--- config.mk ---
export PLATFORM = sky130hd
export DESIGN_NAME = uart_tx_scheduler_flat
export DESIGN_NICKNAME = d
export VERILOG_FILES = /design/src/rtl/uart_tx_scheduler_pkg.sv /design/src/rtl/uart_tx_scheduler_if.sv /design/src/rtl/uart_tx_scheduler_rr_picker.sv /design/src/rtl/uart_tx_scheduler.sv /design/src/flat_wrapper.sv
export SDC_FILE = /design/constraint.sdc
export NUM_CORES = 1
export LEC_CHECK = 0
export BUFFER_PORTS_ARGS = -buffer_cell sky130_fd_sc_hd__clkbuf_2
export CORE_UTILIZATION = 41
export CTS_BUF_LIST = sky130_fd_sc_hd__clkbuf_4
export DETAILED_ROUTE_END_ITERATION = 16
export HOLD_SLACK_MARGIN = 0.02
export PLACE_DENSITY = 0.85
export SYNTH_ARGS = -nofsm -noshare
export SYNTH_HDL_FRONTEND = slang
export SYNTH_SLANG_ARGS = --single-unit
--- constraint.sdc ---
create_clock -name clk -period 1.6 [get_ports clk]
set_input_delay 0.16 -clock clk [delete_from_list [all_inputs] [get_ports clk]]
set_output_delay 0.16 -clock clk [all_outputs]
set_load 0.005 [all_outputs]
--- src/rtl/uart_tx_scheduler_pkg.sv ---
// Shared types and defaults for the UART transmit scheduler.
package uart_sched_pkg;

  typedef enum logic [2:0] {
    IDLE,
    LAUNCH,
    WAIT_BUSY,
    WAIT_DONE,
    GAP
  } sched_state_t;

  localparam int DATA_W_DEF = 8;

endpackage

--- src/rtl/uart_tx_scheduler_if.sv ---
// Requester and transmitter signals of the UART scheduler.
// master = scheduler side, slave = requesters plus transmitter side.
interface uart_tx_scheduler_if
  import uart_sched_pkg::*;
#(
  parameter int NREQ   = 4,
  parameter int DATA_W = DATA_W_DEF
);
  localparam int IDX_W = $clog2(NREQ);

  logic [NREQ-1:0]        req;
  logic [NREQ*DATA_W-1:0] req_data;
  logic [NREQ-1:0]        ack;
  logic [DATA_W-1:0]      tx_data;
  logic                   tx_start;
  logic                   tx_busy;
  logic                   baud_tick;
  logic [IDX_W-1:0]       grant_id;
  logic                   sched_busy;

  modport master (
    input  req, req_data, tx_busy, baud_tick,
    output ack, tx_data, tx_start, grant_id, sched_busy
  );

  modport slave (
    output req, req_data, tx_busy, baud_tick,
    input  ack, tx_data, tx_start, grant_id, sched_busy
  );
endinterface

--- src/rtl/uart_tx_scheduler_rr_picker.sv ---
// Combinational rotate-priority picker.
// The winner is the first set request at or after ptr, wrapping NREQ-1 -> 0.
module uart_rr_picker #(
  parameter int NREQ  = 4,
  parameter int IDX_W = $clog2(NREQ)
) (
  input  logic [NREQ-1:0]  req,
  input  logic [IDX_W-1:0] ptr,
  output logic             valid,
  output logic [IDX_W-1:0] winner
);

  int k;

  always_comb begin
    valid  = 1'b0;
    winner = '0;
    k      = 0;
    for (int i = 0; i < NREQ; i++) begin
      k = int'(ptr) + i;
      if (k >= NREQ) k = k - NREQ;
      if (!valid && req[k[IDX_W-1:0]]) begin
        valid  = 1'b1;
        winner = IDX_W'(k);
      end
    end
  end

endmodule

--- src/rtl/uart_tx_scheduler.sv ---
// Round-robin scheduler sharing one UART transmitter among NREQ byte sources.
// Optional inter-frame idle gap enabled by defining UART_SCHED_GAP_EN.
//   state     | meaning
//   IDLE      | arbitrate; grant, latch byte, pulse ack/tx_start on exit
//   LAUNCH    | ack and tx_start high for this single cycle
//   WAIT_BUSY | waiting for the transmitter to raise tx_busy
//   WAIT_DONE | frame in flight, waiting for tx_busy to fall
//   GAP       | counting GAP_TICKS baud ticks of idle line
module uart_tx_scheduler
  import uart_sched_pkg::*;
#(
  parameter int NREQ      = 4,
  parameter int DATA_W    = DATA_W_DEF,
  parameter int GAP_TICKS = 2
) (
  input logic             clk,
  input logic             nrst,
  uart_tx_scheduler_if.master bus
);

  localparam int IDX_W = $clog2(NREQ);

  sched_state_t      state;
  logic [IDX_W-1:0]  ptr;
  logic [IDX_W-1:0]  winner;
  logic              win_valid;
  logic [NREQ-1:0]   ack_q;
  logic [DATA_W-1:0] tx_data_q;
  logic              tx_start_q;
  logic [IDX_W-1:0]  grant_q;
  logic              busy_q;

`ifdef UART_SCHED_GAP_EN
  localparam int GAP_W = (GAP_TICKS > 1) ? $clog2(GAP_TICKS) : 1;
  logic [GAP_W-1:0] gap_cnt;
`else
  logic unused_baud_tick;
  localparam int unused_gap_ticks = GAP_TICKS;
  assign unused_baud_tick = bus.baud_tick;
`endif

  uart_rr_picker #(
    .NREQ  (NREQ),
    .IDX_W (IDX_W)
  ) u_picker (
    .req    (bus.req),
    .ptr    (ptr),
    .valid  (win_valid),
    .winner (winner)
  );

  always_ff @(posedge clk) begin
    if (!nrst) begin
      state      <= IDLE;
      ptr        <= '0;
      ack_q      <= '0;
      tx_data_q  <= '0;
      tx_start_q <= 1'b0;
      grant_q    <= '0;
      busy_q     <= 1'b0;
`ifdef UART_SCHED_GAP_EN
      gap_cnt    <= '0;
`endif
    end else begin
      ack_q      <= '0;
      tx_start_q <= 1'b0;
      case (state)
        IDLE: begin
          if (win_valid) begin
            tx_data_q  <= bus.req_data[int'(winner)*DATA_W +: DATA_W];
            grant_q    <= winner;
            ack_q      <= NREQ'(1) << winner;
            tx_start_q <= 1'b1;
            ptr        <= (winner == IDX_W'(NREQ-1)) ? '0 : winner + 1'b1;
            busy_q     <= 1'b1;
            state      <= LAUNCH;
          end
        end
        LAUNCH: begin
          // A fast transmitter may already be busy; skip WAIT_BUSY then.
          state <= bus.tx_busy ? WAIT_DONE : WAIT_BUSY;
        end
        WAIT_BUSY: begin
          if (bus.tx_busy) state <= WAIT_DONE;
        end
        WAIT_DONE: begin
          if (!bus.tx_busy) begin
`ifdef UART_SCHED_GAP_EN
            gap_cnt <= '0;
            state   <= GAP;
`else
            busy_q  <= 1'b0;
            state   <= IDLE;
`endif
          end
        end
`ifdef UART_SCHED_GAP_EN
        GAP: begin
          if (bus.baud_tick) begin
            if (gap_cnt == GAP_W'(GAP_TICKS-1)) begin
              busy_q <= 1'b0;
              state  <= IDLE;
            end else begin
              gap_cnt <= gap_cnt + 1'b1;
            end
          end
        end
`endif
        default: begin
          busy_q <= 1'b0;
          state  <= IDLE;
        end
      endcase
    end
  end

  assign bus.ack        = ack_q;
  assign bus.tx_data    = tx_data_q;
  assign bus.tx_start   = tx_start_q;
  assign bus.grant_id   = grant_q;
  assign bus.sched_busy = busy_q;

endmodule

--- src/flat_wrapper.sv ---
// flat-port wrapper written by rule: the top's interface ports become plain ports
module uart_tx_scheduler_flat import uart_sched_pkg::*;
#(
  parameter int NREQ      = 4,
  parameter int DATA_W    = DATA_W_DEF,
  parameter int GAP_TICKS = 2
)
  (clk, nrst, bus_req, bus_req_data, bus_tx_busy, bus_baud_tick, bus_ack, bus_tx_data, bus_tx_start, bus_grant_id, bus_sched_busy);
  uart_tx_scheduler_if #(.NREQ(NREQ), .DATA_W(DATA_W)) bus_i ();
  input logic clk;
  input logic nrst;
  input wire logic [$bits(bus_i.req)-1:0] bus_req;
  input wire logic [$bits(bus_i.req_data)-1:0] bus_req_data;
  input wire logic [$bits(bus_i.tx_busy)-1:0] bus_tx_busy;
  input wire logic [$bits(bus_i.baud_tick)-1:0] bus_baud_tick;
  output wire logic [$bits(bus_i.ack)-1:0] bus_ack;
  output wire logic [$bits(bus_i.tx_data)-1:0] bus_tx_data;
  output wire logic [$bits(bus_i.tx_start)-1:0] bus_tx_start;
  output wire logic [$bits(bus_i.grant_id)-1:0] bus_grant_id;
  output wire logic [$bits(bus_i.sched_busy)-1:0] bus_sched_busy;
  assign bus_i.req = bus_req;
  assign bus_i.req_data = bus_req_data;
  assign bus_i.tx_busy = bus_tx_busy;
  assign bus_i.baud_tick = bus_baud_tick;
  assign bus_ack = bus_i.ack;
  assign bus_tx_data = bus_i.tx_data;
  assign bus_tx_start = bus_i.tx_start;
  assign bus_grant_id = bus_i.grant_id;
  assign bus_sched_busy = bus_i.sched_busy;
  uart_tx_scheduler #(.NREQ(NREQ), .DATA_W(DATA_W), .GAP_TICKS(GAP_TICKS)) u_core (.clk(clk), .nrst(nrst), .bus(bus_i));
endmodule
==> results.json <==
{
  "cpPeakStageDelay_ns": 0.38,
  "place_hpwl_um": 2206,
  "cp.arrival_ns": 1.81,
  "grt_max_degree": 13,
  "path_clk_slew_ns": 0.12,
  "top_layer": "met4",
  "critical_path_buf_inv_count": 2,
  "crit_cells": 7,
  "ctsLongestPathBuffers": 2,
  "ys_ff_latch": 20,
  "rsz0062_at_grt": "yes",
  "crit_family": "flip-flops",
  "cp-start-kind": "register",
  "ys_types": 27,
  "syn_nets": 153,
  "clkLatencyLatePin_ns": 0.30,
  "critPathLaunch": "u_core.ptr[1]",
  "fp-row-count": 18,
  "vias": 1087,
  "critPathRequiredTime_ns": 1.78,
  "crit_path_top_delay_cell": "dfxtp_4",
  "num_io_pins": 56,
  "grt_pass1_vias": 1042,
  "rr_worst_depth": 7,
  "reg2reg_from": "u_core.ptr[1]",
  "worstHoldStart": "nrst",
  "worstMarginPinSlew_ns": 0.3228,
  "slew_headroom": 0.7848,
  "m1WireLength_um": 1129,
  "critical_path_class": "register to register",
  "peakVddDrop_mv": 0.9955,
  "grt_pass1_wl_um": 4264,
  "synth_edf_count": 0,
  "p_leak_uw": 0.0007670,
  "stdcell_area_um2": 1560,
  "async_flop_share": 0,
  "final_cell_mix": "54 x clkbuf_2, 19 x dfxtp_1, 16 x mux2i_1",
  "timing.fmax_mhz": 614.9,
  "dpl_cell_area_um2": 1413,
  "fin_crit_sh": 1.016,
  "setup_ws_ns": -0.02635,
  "finalWirelength_um": 3066,
  "crit_path_max_fanout": 5,
  "power-per-cell-area_nw_per_um2": 1699,
  "ys_seq_area_frac": 0.3796,
  "cts.sinks": 20,
  "diodes": 0,
  "synth_ff_type": "dfxtp_1",
  "die_w_um": 52.72,
  "route.met2.wl_um": 1703,
  "wl_per_cell_um": 14.81,
  "htreeDepth": 1,
  "die-area_um2": 2779,
  "status": "finished, violations left",
  "routed-wl-met3_um": 107,
  "globalRoute.totalOverflow": 0,
  "setup_viol": 1,
  "slew_violations": 0,
  "violations": "negative setup slack",
  "clock_skew_ns": 0.002873,
  "port_buffers": 54,
  "nFillCells": 200,
  "clockRootBuffer": "clkbuf_4",
  "place_congestion": 0.7480,
  "hold_viol": 0,
  "end_kind": "register",
  "final_common_cell": "clkbuf_2",
  "firstDrtPassIters": 4,
  "coreArea_um2": 2455,
  "syn_area_um2": 1055,
  "layout_min_cycle_time_ns": 1.626,
  "numCtsBuffers": 3,
  "min-delay-path-class": "primary input to register",
  "drt_iter0_drc": 22,
  "syn-instance-count": 108,
  "tritoncts": "built",
  "p_total_uw": 2650,
  "route.detailed.drc": 0,
  "nets": 223,
  "cts_hold_buf": 0,
  "cpMostUsedCell": "buf_4",
  "syn_area_per_cell_um2": 9.766,
  "die_y_um": 52.72,
  "track_usage": 0.2120,
  "start_util": 0.4297,
  "via_per_inst": 5.251,
  "worstHoldPathCells": 3,
  "crit_chain": "buf_4, nand2b_4, a21oi_4, nor2_8, buf_4, mux2i_2, o221ai_2",
  "yosysWarnings": 0,
  "drive_gt1_frac": 0.4915,
  "cap_violations": 0,
  "antenna_found_initial": 0,
  "area_delta_synth_final_pct": 47.92,
  "antenna_left": 0
}
[what timing repair did]
| item | in CTS | in global routing |
|---|---|---|
| resized for setup | 5 | 6 |
| buffers inserted | 2 | 2 |
| pin swaps | 2 | 2 |
| setup endpoints to repair | 9 | 15 |
| hold endpoints to repair | 0 | 0 |
[final cells by class]
| type | count | area [um2] | share of cell area |
|---|---|---|---|
| Multi-Input combinational cell | 82 | 666.9 | 0.4274 |
| Sequential cell | 20 | 404.1 | 0.2590 |
| Timing Repair Buffer | 68 | 387.9 | 0.2486 |
| Tap cell | 30 | 37.54 | 0.02406 |
| Clock inverter | 1 | 30.03 | 0.01925 |
| Clock buffer | 3 | 22.52 | 0.01443 |
| Inverter | 3 | 11.26 | 0.007217 |
[registers in the layout, indices dropped and copies added, names as in the netlist]
register	count
u_core.bus.tx_start	1
u_core.bus.ack	4
u_core.bus.sched_busy	1
u_core.ptr	2
u_core.bus.grant_id	2
u_core.bus.tx_data	8
u_core.state	2
[final timing paths]
check	end	slack, ns
max reg2reg	u_core.bus.tx_data[0]	-0.03
max	u_core.bus.tx_data[0]	-0.03
min reg2reg	u_core.bus.grant_id[1]	0.47
min	u_core.ptr[1]	0.15
[metal layers]
metal | global-route usage | vias to the layer above
met3 | 0.03768 | 13
met2 | 0.3840 | 37
li1 | - | 531
met5 | 0 | -
met4 | 0.1096 | 0
met1 | 0.2309 | 506
[tightest hold or removal path, stage by stage]
cell and delay [ns]:
clkbuf_2 0.14, o21ai_0 0.09, a21oi_1 0.04
[cells in the mapped netlist (2+ instances only)]
master	number	area, um2
o221ai_1	8	70.07
nor2b_1	5	31.28
nand2_1	12	45.04
inv_1	3	11.26
mux2i_1	18	180.2
a21oi_1	7	35.03
nor3_1	2	10.01
nand2b_1	3	18.77
o21ai_0	2	10.01
nor2_1	7	26.28
buf_2	2	10.01
dfxtp_1	20	400.4
ha_1	5	62.56
[stage by stage]
step	utilization	setup slack (ns)	TNS (ns)	instances	hold slack, ns
floorplan	-	0.05619	0	108	0.2882
global placement	0.5754	0.03834	0	199	0.4308
detailed placement	0.5754	-0.1152	-0.4609	199	0.4470
CTS	0.6172	0.03851	0	205	0.1613
global route	0.6356	-0.04210	-0.1005	207	0.1500
finish	0.6356	-0.02635	-0.02635	207	0.1486
[kinds of logic (layout without fill, tap and decap cells)]
family,after synthesis,count (layout),synth area share
compound gates,25,25,0.1756
xor+xnor,1,1,0.008305
fa+ha+maj,5,5,0.05931
buf+inv,6,75,0.03440
flops,20,20,0.3796
mux,18,18,0.1708
simple gates,33,33,0.1720
[report_power, final]
part           total, uW  switching [uW]  internal, uW
Combinational       1420             698           717
Clock                419             166           253
Sequential           816             114           702
Note: power is estimated with default switching activity, not from simulation.
